### src/rtl/trig_holdoff_fifo_if.sv
// Trigger stream bundle: s_* is the generator side, m_* the downstream link side.
interface trig_holdoff_fifo_if;
    logic [31:0] s_trig_tdata;
    logic        s_trig_tvalid;
    logic        s_trig_tready;
    logic [31:0] m_trig_tdata;
    logic        m_trig_tvalid;
    logic        m_trig_tready;

    // master: the environment driving words in and accepting them out
    modport master (
        output s_trig_tdata, s_trig_tvalid, m_trig_tready,
        input  s_trig_tready, m_trig_tdata, m_trig_tvalid
    );

    // slave: the FIFO block itself
    modport slave (
        input  s_trig_tdata, s_trig_tvalid, m_trig_tready,
        output s_trig_tready, m_trig_tdata, m_trig_tvalid
    );
endinterface

### src/rtl/trig_holdoff_fifo.sv
// Trigger word FIFO with programmable holdoff between forwarded words.
// Optional drop counter port enabled by TRIG_HOLDOFF_DROPCNT_EN.
module trig_holdoff_fifo #(
    parameter int    DEPTH        = 16,
    parameter string DROP_ON_FULL = "FALSE"
) (
    input  logic                   ifclk,
    input  logic                   rst_i,
    input  logic                   runstop_i,
    input  logic [15:0]            holdoff_i,
    trig_holdoff_fifo_if.slave     trig,
    output logic [$clog2(DEPTH):0] fifo_count_o,
    output logic                   overflow_o
`ifdef TRIG_HOLDOFF_DROPCNT_EN
    ,
    output logic [15:0]            drop_count_o
`endif
);
    localparam int           AW       = $clog2(DEPTH);
    localparam logic [AW:0]  FULL_CNT = (AW+1)'(DEPTH);
    localparam bit           DROP     = (DROP_ON_FULL == "TRUE");

    typedef enum logic [1:0] {IDLE, SEND, HOLD} state_t;

    logic [31:0]   r_mem [DEPTH];
    logic [AW-1:0] r_wr_ptr, r_rd_ptr;
    logic [AW:0]   r_count;
    state_t        r_state, w_next;
    logic [31:0]   r_m_tdata, w_m_tdata;
    logic          r_m_tvalid, w_m_tvalid;
    logic [15:0]   r_holdcnt, w_holdcnt;
    logic          r_overflow;
    logic          w_full, w_empty, w_pop, w_wr, w_drop, w_s_tready;

    assign w_full  = (r_count == FULL_CNT);
    assign w_empty = (r_count == '0);

    // Backpressure mode still reports not-ready while reset is held
    assign w_s_tready = DROP ? 1'b1 : (!rst_i && (runstop_i || !w_full));

    // A pop in the same cycle frees the slot, so a full FIFO may still accept
    assign w_wr   = trig.s_trig_tvalid && w_s_tready && !runstop_i && (!w_full || w_pop);
    assign w_drop = DROP && trig.s_trig_tvalid && w_full && !w_pop && !runstop_i;

    always_comb begin
        w_next     = r_state;
        w_pop      = 1'b0;
        w_m_tdata  = r_m_tdata;
        w_m_tvalid = r_m_tvalid;
        w_holdcnt  = r_holdcnt;
        case (r_state)
            IDLE: begin
                if (!w_empty && !runstop_i) begin
                    w_pop      = 1'b1;
                    w_m_tdata  = r_mem[r_rd_ptr];
                    w_m_tvalid = 1'b1;
                    w_next     = SEND;
                end
            end
            SEND: begin
                if (trig.m_trig_tready) begin
                    if (holdoff_i != 16'd0) begin
                        w_m_tvalid = 1'b0;
                        w_holdcnt  = holdoff_i;
                        w_next     = HOLD;
                    end else if (!w_empty && !runstop_i) begin
                        w_pop      = 1'b1;
                        w_m_tdata  = r_mem[r_rd_ptr];
                    end else begin
                        w_m_tvalid = 1'b0;
                        w_next     = IDLE;
                    end
                end
            end
            HOLD: begin
                w_holdcnt = r_holdcnt - 16'd1;
                if (r_holdcnt <= 16'd1) w_next = IDLE;
            end
            default: w_next = IDLE;
        endcase
    end

    // Storage has no reset so it maps onto distributed RAM
    always_ff @(posedge ifclk) begin
        if (w_wr) r_mem[r_wr_ptr] <= trig.s_trig_tdata;
    end

    always_ff @(posedge ifclk or posedge rst_i) begin
        if (rst_i) begin
            r_wr_ptr   <= '0;
            r_rd_ptr   <= '0;
            r_count    <= '0;
            r_state    <= IDLE;
            r_m_tdata  <= '0;
            r_m_tvalid <= 1'b0;
            r_holdcnt  <= '0;
            r_overflow <= 1'b0;
        end else begin
            r_state    <= w_next;
            r_m_tdata  <= w_m_tdata;
            r_m_tvalid <= w_m_tvalid;
            r_holdcnt  <= w_holdcnt;
            if (w_drop) r_overflow <= 1'b1;
            if (runstop_i) begin
                r_wr_ptr <= '0;
                r_rd_ptr <= '0;
                r_count  <= '0;
            end else begin
                if (w_wr)  r_wr_ptr <= r_wr_ptr + 1'b1;
                if (w_pop) r_rd_ptr <= r_rd_ptr + 1'b1;
                case ({w_wr, w_pop})
                    2'b10:   r_count <= r_count + 1'b1;
                    2'b01:   r_count <= r_count - 1'b1;
                    default: r_count <= r_count;
                endcase
            end
        end
    end

`ifdef TRIG_HOLDOFF_DROPCNT_EN
    logic [15:0] r_drop_cnt;
    always_ff @(posedge ifclk or posedge rst_i) begin
        if (rst_i)                              r_drop_cnt <= '0;
        else if (w_drop && r_drop_cnt != 16'hFFFF) r_drop_cnt <= r_drop_cnt + 16'd1;
    end
    assign drop_count_o = r_drop_cnt;
`endif

    assign trig.s_trig_tready = w_s_tready;
    assign trig.m_trig_tdata  = r_m_tdata;
    assign trig.m_trig_tvalid = r_m_tvalid;
    assign fifo_count_o       = r_count;
    assign overflow_o         = r_overflow;
endmodule
### src/flat_wrapper.sv
// flat-port wrapper written by rule: the top's interface ports become plain ports
module trig_holdoff_fifo_flat 
#(
    parameter int    DEPTH        = 16,
    parameter string DROP_ON_FULL = "     "
)
  (ifclk, rst_i, runstop_i, holdoff_i, fifo_count_o, overflow_o, trig_s_trig_tdata, trig_s_trig_tvalid, trig_m_trig_tready, trig_s_trig_tready, trig_m_trig_tdata, trig_m_trig_tvalid);
  trig_holdoff_fifo_if trig_i ();
  input  logic ifclk;
  input  logic rst_i;
  input  logic runstop_i;
  input  logic [15:0] holdoff_i;
  output logic [$clog2(DEPTH):0] fifo_count_o;
  output logic overflow_o;
  input wire logic [$bits(trig_i.s_trig_tdata)-1:0] trig_s_trig_tdata;
  input wire logic [$bits(trig_i.s_trig_tvalid)-1:0] trig_s_trig_tvalid;
  input wire logic [$bits(trig_i.m_trig_tready)-1:0] trig_m_trig_tready;
  output wire logic [$bits(trig_i.s_trig_tready)-1:0] trig_s_trig_tready;
  output wire logic [$bits(trig_i.m_trig_tdata)-1:0] trig_m_trig_tdata;
  output wire logic [$bits(trig_i.m_trig_tvalid)-1:0] trig_m_trig_tvalid;
  assign trig_i.s_trig_tdata = trig_s_trig_tdata;
  assign trig_i.s_trig_tvalid = trig_s_trig_tvalid;
  assign trig_i.m_trig_tready = trig_m_trig_tready;
  assign trig_s_trig_tready = trig_i.s_trig_tready;
  assign trig_m_trig_tdata = trig_i.m_trig_tdata;
  assign trig_m_trig_tvalid = trig_i.m_trig_tvalid;
  trig_holdoff_fifo #(.DEPTH(DEPTH), .DROP_ON_FULL(DROP_ON_FULL)) u_core (.ifclk(ifclk), .rst_i(rst_i), .runstop_i(runstop_i), .holdoff_i(holdoff_i), .trig(trig_i), .fifo_count_o(fifo_count_o), .overflow_o(overflow_o));
endmodule
### config.mk
export PLATFORM = sky130hd
export DESIGN_NAME = trig_holdoff_fifo_flat
export DESIGN_NICKNAME = d
export VERILOG_FILES = /design/src/rtl/trig_holdoff_fifo_if.sv /design/src/rtl/trig_holdoff_fifo.sv /design/src/flat_wrapper.sv
export SDC_FILE = /design/constraint.sdc
export NUM_CORES = 1
export LEC_CHECK = 0
export CORE_MARGIN = 4
export CORE_UTILIZATION = 65
export CTS_BUF_LIST = sky130_fd_sc_hd__clkbuf_2
export DETAILED_ROUTE_END_ITERATION = 8
export DONT_BUFFER_PORTS = 1
export GPL_TIMING_DRIVEN = 1
export PLACE_DENSITY = 0.81
export REMOVE_ABC_BUFFERS = 1
export SETUP_SLACK_MARGIN = 0.15
export SYNTH_ARGS = -nofsm -noshare
export SYNTH_HDL_FRONTEND = slang
export SYNTH_SLANG_ARGS = --single-unit
### constraint.sdc
create_clock -name ifclk -period 4.51 [get_ports ifclk]
set_input_delay 1.353 -clock ifclk [delete_from_list [all_inputs] [get_ports ifclk]]
set_output_delay 1.353 -clock ifclk [all_outputs]
set_load 0.05 [all_outputs]
==> metrics.yaml, run 1 <==
finish:
  areaGrowthSynthToFinish_pct: 9.57
  drive_gt1_share_pct: 38.0
  final_nets: 1209
  final_area_mm2: 0.0245
  n_fill_cell: 1954
  seq_area_mm2: 0.0170
  multi_input_area_mm2: 0.00520
detailed_routing:
  wl_mm: 46.9
  drt_iter0_drc: 1104
  ant_nets: 0
  drcViolationCount: 0
  avgViaCountPerCell: 6.42
  num_vias: 11000
  wl_per_cell_um: 27.5
  dr.pass1.iters: 5
clock_tree:
  ctsHoldBuffers: 0
  clk_path_buf_depth: 3
  postCtsSetupBuffers: 0
  cts-htree-levels: 4
  cts.clk_slew.worst_paths_ps: 100
  cts_root_buffer: "clkbuf_2"
  tritoncts: "built"
  clk_latency_ps: 1040
  cts_buffers: 137
  clkSinkCount: 576
power_and_ir_drop:
  power_w: 0.0125
  peakVddDrop_v: 0.000291
  leakage_nw: 8.06
  pwr_density_cell_mw_per_mm2: 511
synth:
  synthArstFlopShare_pct: 11.1
  seq_area_frac_synth_pct: 75.8
  synth-main-ff-cell: "edfxtp_1"
  avgSynthCellArea_um2: 22.0
  yosys.cell_types.count: 52
  yosys_warnings: 0
  synth_area_mm2: 0.0224
  syn_inst: 1019
  synth_edf_count: 512
  ys_ff_latch: 576
die:
  die-height_um: 194
  die_area_mm2: 0.0375
  core_area_mm2: 0.0338
  initial_core_util_pct: 66.3
  num_rows: 67
  io_pins: 93
  die_w_um: 194
setup_path:
  path_cells: "nor4_2 -> a31oi_1 -> buf_4"
  reg2reg_from: "u_core.fifo_count_o[0]$_DFFE_PP0P_"
  regToRegSetupSlack_ps: 1340
  cpLargestDelayFamily: "flip-flops"
  slowest_delay_ps: 630
  crit_type: "reg -> out"
  cp_slowest_cell: "dfrtp_1"
  end_kind: "output port"
  cp-startpoint: "u_core.fifo_count_o[0]$_DFFE_PP0P_"
  cp_num_buf_inv: 1
  r2r_cells: 11
  critPathArrivalTime_ps: 2630
  cp.required_ps: 3160
  path_depth: 3
  startpoint_type: "register"
  worstPathMaxFanout: 6
status:
  status: "completed"
placed_design:
  port_buffers: 0
  globalplace.congestion: 0.822
  dpl_cell_area_mm2: 0.0231
  hpwl_mm: 25.9
min_path:
  hp-start: "runstop_i"
  min_path_cells: 1
  hp-class: "in -> reg"
global_route:
  grt_max_degree: 65
  antenna_found_initial: 1
  grt_pass1_vias: 11800
  grtUsageTotal_pct: 25.6
  grt_pass1_wl_mm: 71.8
  grt_overflow: 0
timing:
  fmax_ghz: 0.251
  max-slew-margin-rel_pct: 25.3
  skew_ps: 58.6
  finalHoldViolCount: 0
  layout_min_cycle_time_ps: 3990
  rsz0062_at_grt: "no"
  worst_slew_pin_slew_ps: 1120
  report.final.slew_viol_count: 0
  finalSetupViolations: 0
  min_period_over_period_pct: 88.4
job:
  maxCapViolations: 0
## repair_timing
| action | CTS | global route |
|---|---|---|
| hold endpoints to repair | 0 | 0 |
| resized for setup | 0 | 1 |
| setup endpoints to repair | 0 | 1 |
## Yosys cell counts (3+ instances only)
| library cell | n | area share, % |
|---|---|---|
| edfxtp_1 | 512 | 69 |
| mux4_2 | 160 | 16 |
| dfrtp_1 | 64 | 7.2 |
| mux2_2 | 32 | 1.6 |
| clkbuf_1 | 30 | 0.50 |
| nand2_1 | 24 | 0.40 |
| nor2_1 | 21 | 0.35 |
| buf_1 | 15 | 0.25 |
| o21ai_0 | 14 | 0.31 |
| nand3_1 | 13 | 0.29 |
| a21oi_1 | 12 | 0.27 |
| inv_1 | 12 | 0.20 |
| ha_1 | 10 | 0.56 |
| nor3_1 | 9 | 0.20 |
| and2_1 | 8 | 0.22 |
| mux2i_1 | 7 | 0.31 |
| and3_1 | 6 | 0.17 |
| nand2b_1 | 6 | 0.17 |
| and4_1 | 4 | 0.16 |
| nor2b_1 | 4 | 0.11 |
| nor4_1 | 4 | 0.11 |
| or4_1 | 4 | 0.13 |
| buf_2 | 3 | 0.067 |
| nand4_1 | 3 | 0.084 |
| o211ai_1 | 3 | 0.10 |
| o22ai_1 | 3 | 0.084 |
| or3_1 | 3 | 0.084 |
| xnor2_1 | 3 | 0.12 |
## state kept, by name (all words and copies together) (netlist names)
name,flops
u_core.trig.m_trig_tdata,32
u_core.fifo_count_o,5
u_core.trig.m_trig_tvalid,1
u_core.r_holdcnt,16
u_core.r_rd_ptr,4
u_core.r_mem,512
u_core.r_state,2
u_core.r_wr_ptr,4
## placed cells by master (no fill, tap or decap), types with 12 or more instances in the layout
cell type	instances
a21oi_1	12
buf_4	30
clkbuf_2	207
clkinv_1	29
dfrtp_1	60
edfxtp_1	512
mux2_2	32
mux4_2	160
nand2_1	24
nand3_1	13
nor2_1	21
o21ai_0	14
## metrics by stage
stage | setup TNS [ps] | hold slack, ps | utilization [%] | setup WS (ps) | instances
after detailed placement | 0 | 502 | 68.5 | 248 | 1454
after CTS | 0 | 291 | 72.6 | 198 | 1706
final | 0 | 396 | 72.6 | 522 | 1707
after floorplan | -100230 | 460 | - | -1990 | 970
after global placement | 0 | 497 | 68.5 | 359 | 1454
after global routing | 0 | 250 | 72.6 | 294 | 1707
## per-layer routing
| layer | up-vias | wire length [um] | share of wire (%) | track usage (%) |
|---|---|---|---|---|
| met5 | - | 0 | 0 | 0 |
| li1 | 4622 | - | - | - |
| met4 | 0 | 551 | 1.2 | 6.85 |
| met3 | 58 | 4210 | 9.0 | 7.86 |
| met2 | 592 | 24400 | 52 | 42.1 |
| met1 | 5689 | 17800 | 38 | 34.4 |
## logic make-up (layout without fill, tap and decap cells)
| family | Yosys count | after routing | share of synthesized area, % |
|---|---|---|---|
| simple gates | 112 | 112 | 2.61 |
| xor+xnor | 5 | 5 | 0.196 |
| fa+ha+maj | 11 | 11 | 0.648 |
| mux | 199 | 199 | 18.0 |
| other cells | 1 | 2 | 0.0168 |
| buf+inv | 62 | 301 | 1.07 |
| compound gates | 53 | 53 | 1.60 |
| flops | 576 | 576 | 75.8 |
## final timing paths
path	end
min in group asynchronous	u_core.trig.m_trig_tdata[13]$_DFFE_PP0P_
worst max register to register	u_core.fifo_count_o[4]$_DFFE_PP0P_
worst max-delay path	trig_s_trig_tready
worst min register to register	u_core.r_holdcnt[8]$_DFFE_PP0P_
worst min-delay path	u_core.r_rd_ptr[2]$_DFFE_PP0P_
max in group asynchronous	u_core.r_rd_ptr[1]$_DFFE_PP0P_
## power by group
part / switching (W) / internal [W] / leakage, nW
Clock: 0.00199 / 0.00157 / 1.02
Sequential: 0.000938 / 0.00607 / 5.37
Combinational: 0.000835 / 0.00114 / 1.67
## area by class of cell
cell class,instances,area share (%)
inverters,13,0.204
flip-flops and latches,576,69.3
well taps,448,2.29
repair buffers,36,1.41
diodes,1,0.0102
multi-input cells,381,21.2
clock buffers,207,4.22
clock inverters,45,1.40
Power figures use the tool's default switching activity.
==> inputs of run 2 (changes only) <==
--- a/config.mk
+++ b/config.mk
@@ -10,7 +10,7 @@
 export CTS_BUF_LIST = sky130_fd_sc_hd__clkbuf_2
 export DETAILED_ROUTE_END_ITERATION = 8
 export DONT_BUFFER_PORTS = 1
-export GPL_TIMING_DRIVEN = 1
+export GPL_TIMING_DRIVEN = 0
 export PLACE_DENSITY = 0.81
 export REMOVE_ABC_BUFFERS = 1
 export SETUP_SLACK_MARGIN = 0.15
==> metrics.yaml, run 2 (same netlist as run 1, synthesis figures left out) <==
setup_path:
  crit_type: "reg -> out"
  cp.required_ps: 3160  # about the same
  cp-startpoint: "u_core.fifo_count_o[0]$_DFFE_PP0P_"
  cpLargestDelayFamily: "simple AND/OR/NAND/NOR gates"
  end_kind: "output port"
  cp_slowest_cell: "nor4_2"
  reg2reg_from: "u_core.fifo_count_o[0]$_DFFE_PP0P_"
  critPathArrivalTime_ps: 2640  # about the same
  cp_num_buf_inv: 0  # -1
  path_cells: "nor4_2 -> a31oi_2"
  startpoint_type: "register"
  worstPathMaxFanout: 6  # unchanged
  slowest_delay_ps: 640  # about the same
timing:
  fmax_ghz: 0.250  # -0.19%
  whs_ps: 393  # -3.67 ps
  skew_ps: 67.3  # +8.62 ps
  max-slew-margin-rel_pct: 31.6  # +6.3 points
  min_period_over_period_pct: 88.6  # +0.17 points
  finalSetupViolations: 0  # unchanged
  rsz0062_at_grt: "no"
  fin_ws_ps: 515  # -7.75 ps
  finalHoldViolCount: 0  # unchanged
  report.final.slew_viol_count: 0  # unchanged
  layout_min_cycle_time_ps: 4000  # +7.75 ps
  worst_slew_pin_slew_ps: 1020  # -96.4 ps
global_route:
  grt_pass1_wl_mm: 71.8  # about the same
  grt_pass1_vias: 11700  # -1.2%
  grt_max_degree: 58  # -11%
  grt_overflow: 0  # unchanged
  antenna_found_initial: 2  # +1
  grtUsageTotal_pct: 25.7  # +0.084 points
die:
  die_w_um: 194  # unchanged
  initial_core_util_pct: 66.3  # unchanged
  io_pins: 93  # unchanged
  core_area_mm2: 0.0338  # unchanged
  die_area_mm2: 0.0375  # unchanged
  die-height_um: 194  # unchanged
  num_rows: 67  # unchanged
clock_tree:
  clk_latency_ps: 1040  # about the same
  cts-htree-levels: 4  # unchanged
  cts_root_buffer: "clkbuf_2"
  cts_buffers: 137  # unchanged
  tritoncts: "built"
  clkSinkCount: 576  # unchanged
  clk_path_buf_depth: 3  # unchanged
  cts.clk_slew.worst_paths_ps: 100  # about the same
  postCtsSetupBuffers: 0  # unchanged
detailed_routing:
  drcViolationCount: 0  # unchanged
  wl_per_cell_um: 27.7  # +0.90%
  dr.pass1.iters: 5  # unchanged
  avgViaCountPerCell: 6.53  # +1.7%
  drt_iter0_drc: 1048  # -5.1%
  wl_mm: 46.7  # -0.40%
  num_vias: 11000  # +0.37%
  ant_nets: 0  # unchanged
placed_design:
  globalplace.congestion: 0.797  # -3.1%
  dp_cells: 1444  # -0.69%
  hpwl_mm: 26.5  # +2.6%
  post-place-ws_ps: -209  # -457 ps
  port_buffers: 0  # unchanged
finish:
  regMostFlops: "u_core.r_mem"
  drive_gt1_share_pct: 37.6  # -0.38 points
  layout_commonest_cell: "edfxtp_1"
  final_nets: 1200  # -0.74%
  areaGrowthSynthToFinish_pct: 10.4
  fin_cells: 1685  # -1.3%
  largest_reg_flops: 512  # unchanged
  layout_common_cells: "edfxtp_1, clkbuf_2, mux4_2"
power_and_ir_drop:
  peakVddDrop_v: 0.000371  # +28%
  pwr_density_cell_mw_per_mm2: 506  # -1.1%
  leakage_nw: 8.05  # -0.20%
status:
  status: "completed"
min_path:
  hp-class: "in -> reg"
  hp-start: "runstop_i"
job:
  maxCapViolations: 0  # unchanged
==> run 2: cell types whose count changed in the layout (fill, tap and decap cells not counted), moves of 3 or more <==
| cell | delta |
|---|---|
| buf_4 | -30 |
| buf_16 | +9 |
| clkinv_1 | -9 |
| buf_12 | +8 |
| clkinv_4 | +4 |
| inv_2 | -4 |
| clkbuf_2 | -3 |
| clkinv_2 | -3 |
==> run 2: worst register-to-register path, cell delays in order, from the launching register on <==
cell and delay (ps):
dfrtp_1 750, nor4_2 200, a21o_1 290, o31ai_4 660, nand2_1 180, inv_1 160, ha_1 270, nor2b_1 140
o21a_1 170, o21a_1 160, mux2i_1 180, mux2i_1 200
==> run 2: final timing paths <==
path                       cells after the start                                  endpoint  slack (ps)
max reg2reg                                   11        u_core.fifo_count_o[4]$_DFFE_PP0P_        1080
min in group asynchronous                      2            u_core.r_rd_ptr[1]$_DFFE_PP0P_         730
min                                            1            u_core.r_rd_ptr[1]$_DFFE_PP0P_         390
max                                            2                        trig_s_trig_tready         510
min reg2reg                                    1           u_core.r_holdcnt[8]$_DFFE_PP0P_         500
max in group asynchronous                      3  u_core.trig.m_trig_tdata[15]$_DFFE_PP0P_        3210
==> run 2: timing repair <==
| item | CTS | global route |
|---|---|---|
| pin swaps | 0 | 0 |
| resized for setup | 1 | 1 |
| hold buffers | 0 | 1 |
| endpoints found under the setup margin | 1 | 1 |
| cloned | 0 | 0 |
| endpoints found under the hold margin | 0 | 5 |
==> run 2: final cells by class <==
| class | instances | area, um2 |
|---|---|---|
| fillers | 1874 | 9070 |
| inverters | 13 | 51.3 |
| well taps | 448 | 561 |
| flip-flops and latches | 576 | 17000 |
| repair buffers | 27 | 573 |
| clock inverters | 35 | 304 |
| clock buffers | 204 | 1020 |
| multi-input cells | 381 | 5210 |
| diodes | 1 | 2.50 |
==> run 2: where the power goes <==
| part | internal [W] | leakage [nW] | switching, W |
|---|---|---|---|
| combinational | 0.00119 | 1.70 | 0.000885 |
| clock | 0.00150 | 0.973 | 0.00199 |
| sequential | 0.00607 | 5.37 | 0.000864 |
==> run 2: per-stage QoR <==
step	TNS (ps)	instance area (um2)	utilization, %	power, W
global placement	-1068020	22800	67.4	0.00891
detailed placement	-209	23400	69.1	0.00915
global route	0	24700	73.1	0.0131
finish	0	24700	73.1	0.0125
floorplan	-100230	22200	-	0.00881
CTS	0	24700	73.1	0.0126
==> run 2: layer usage <==
| layer | track usage, % | up-vias | part of all wire (%) |
|---|---|---|---|
| met4 | 7.47 | 2 | 1.5 |
| li1 | - | 4583 | - |
| met3 | 7.48 | 62 | 9.0 |
| met1 | 36.4 | 5737 | 39 |
| met5 | 0 | - | 0.028 |
| met2 | 40.4 | 618 | 50 |
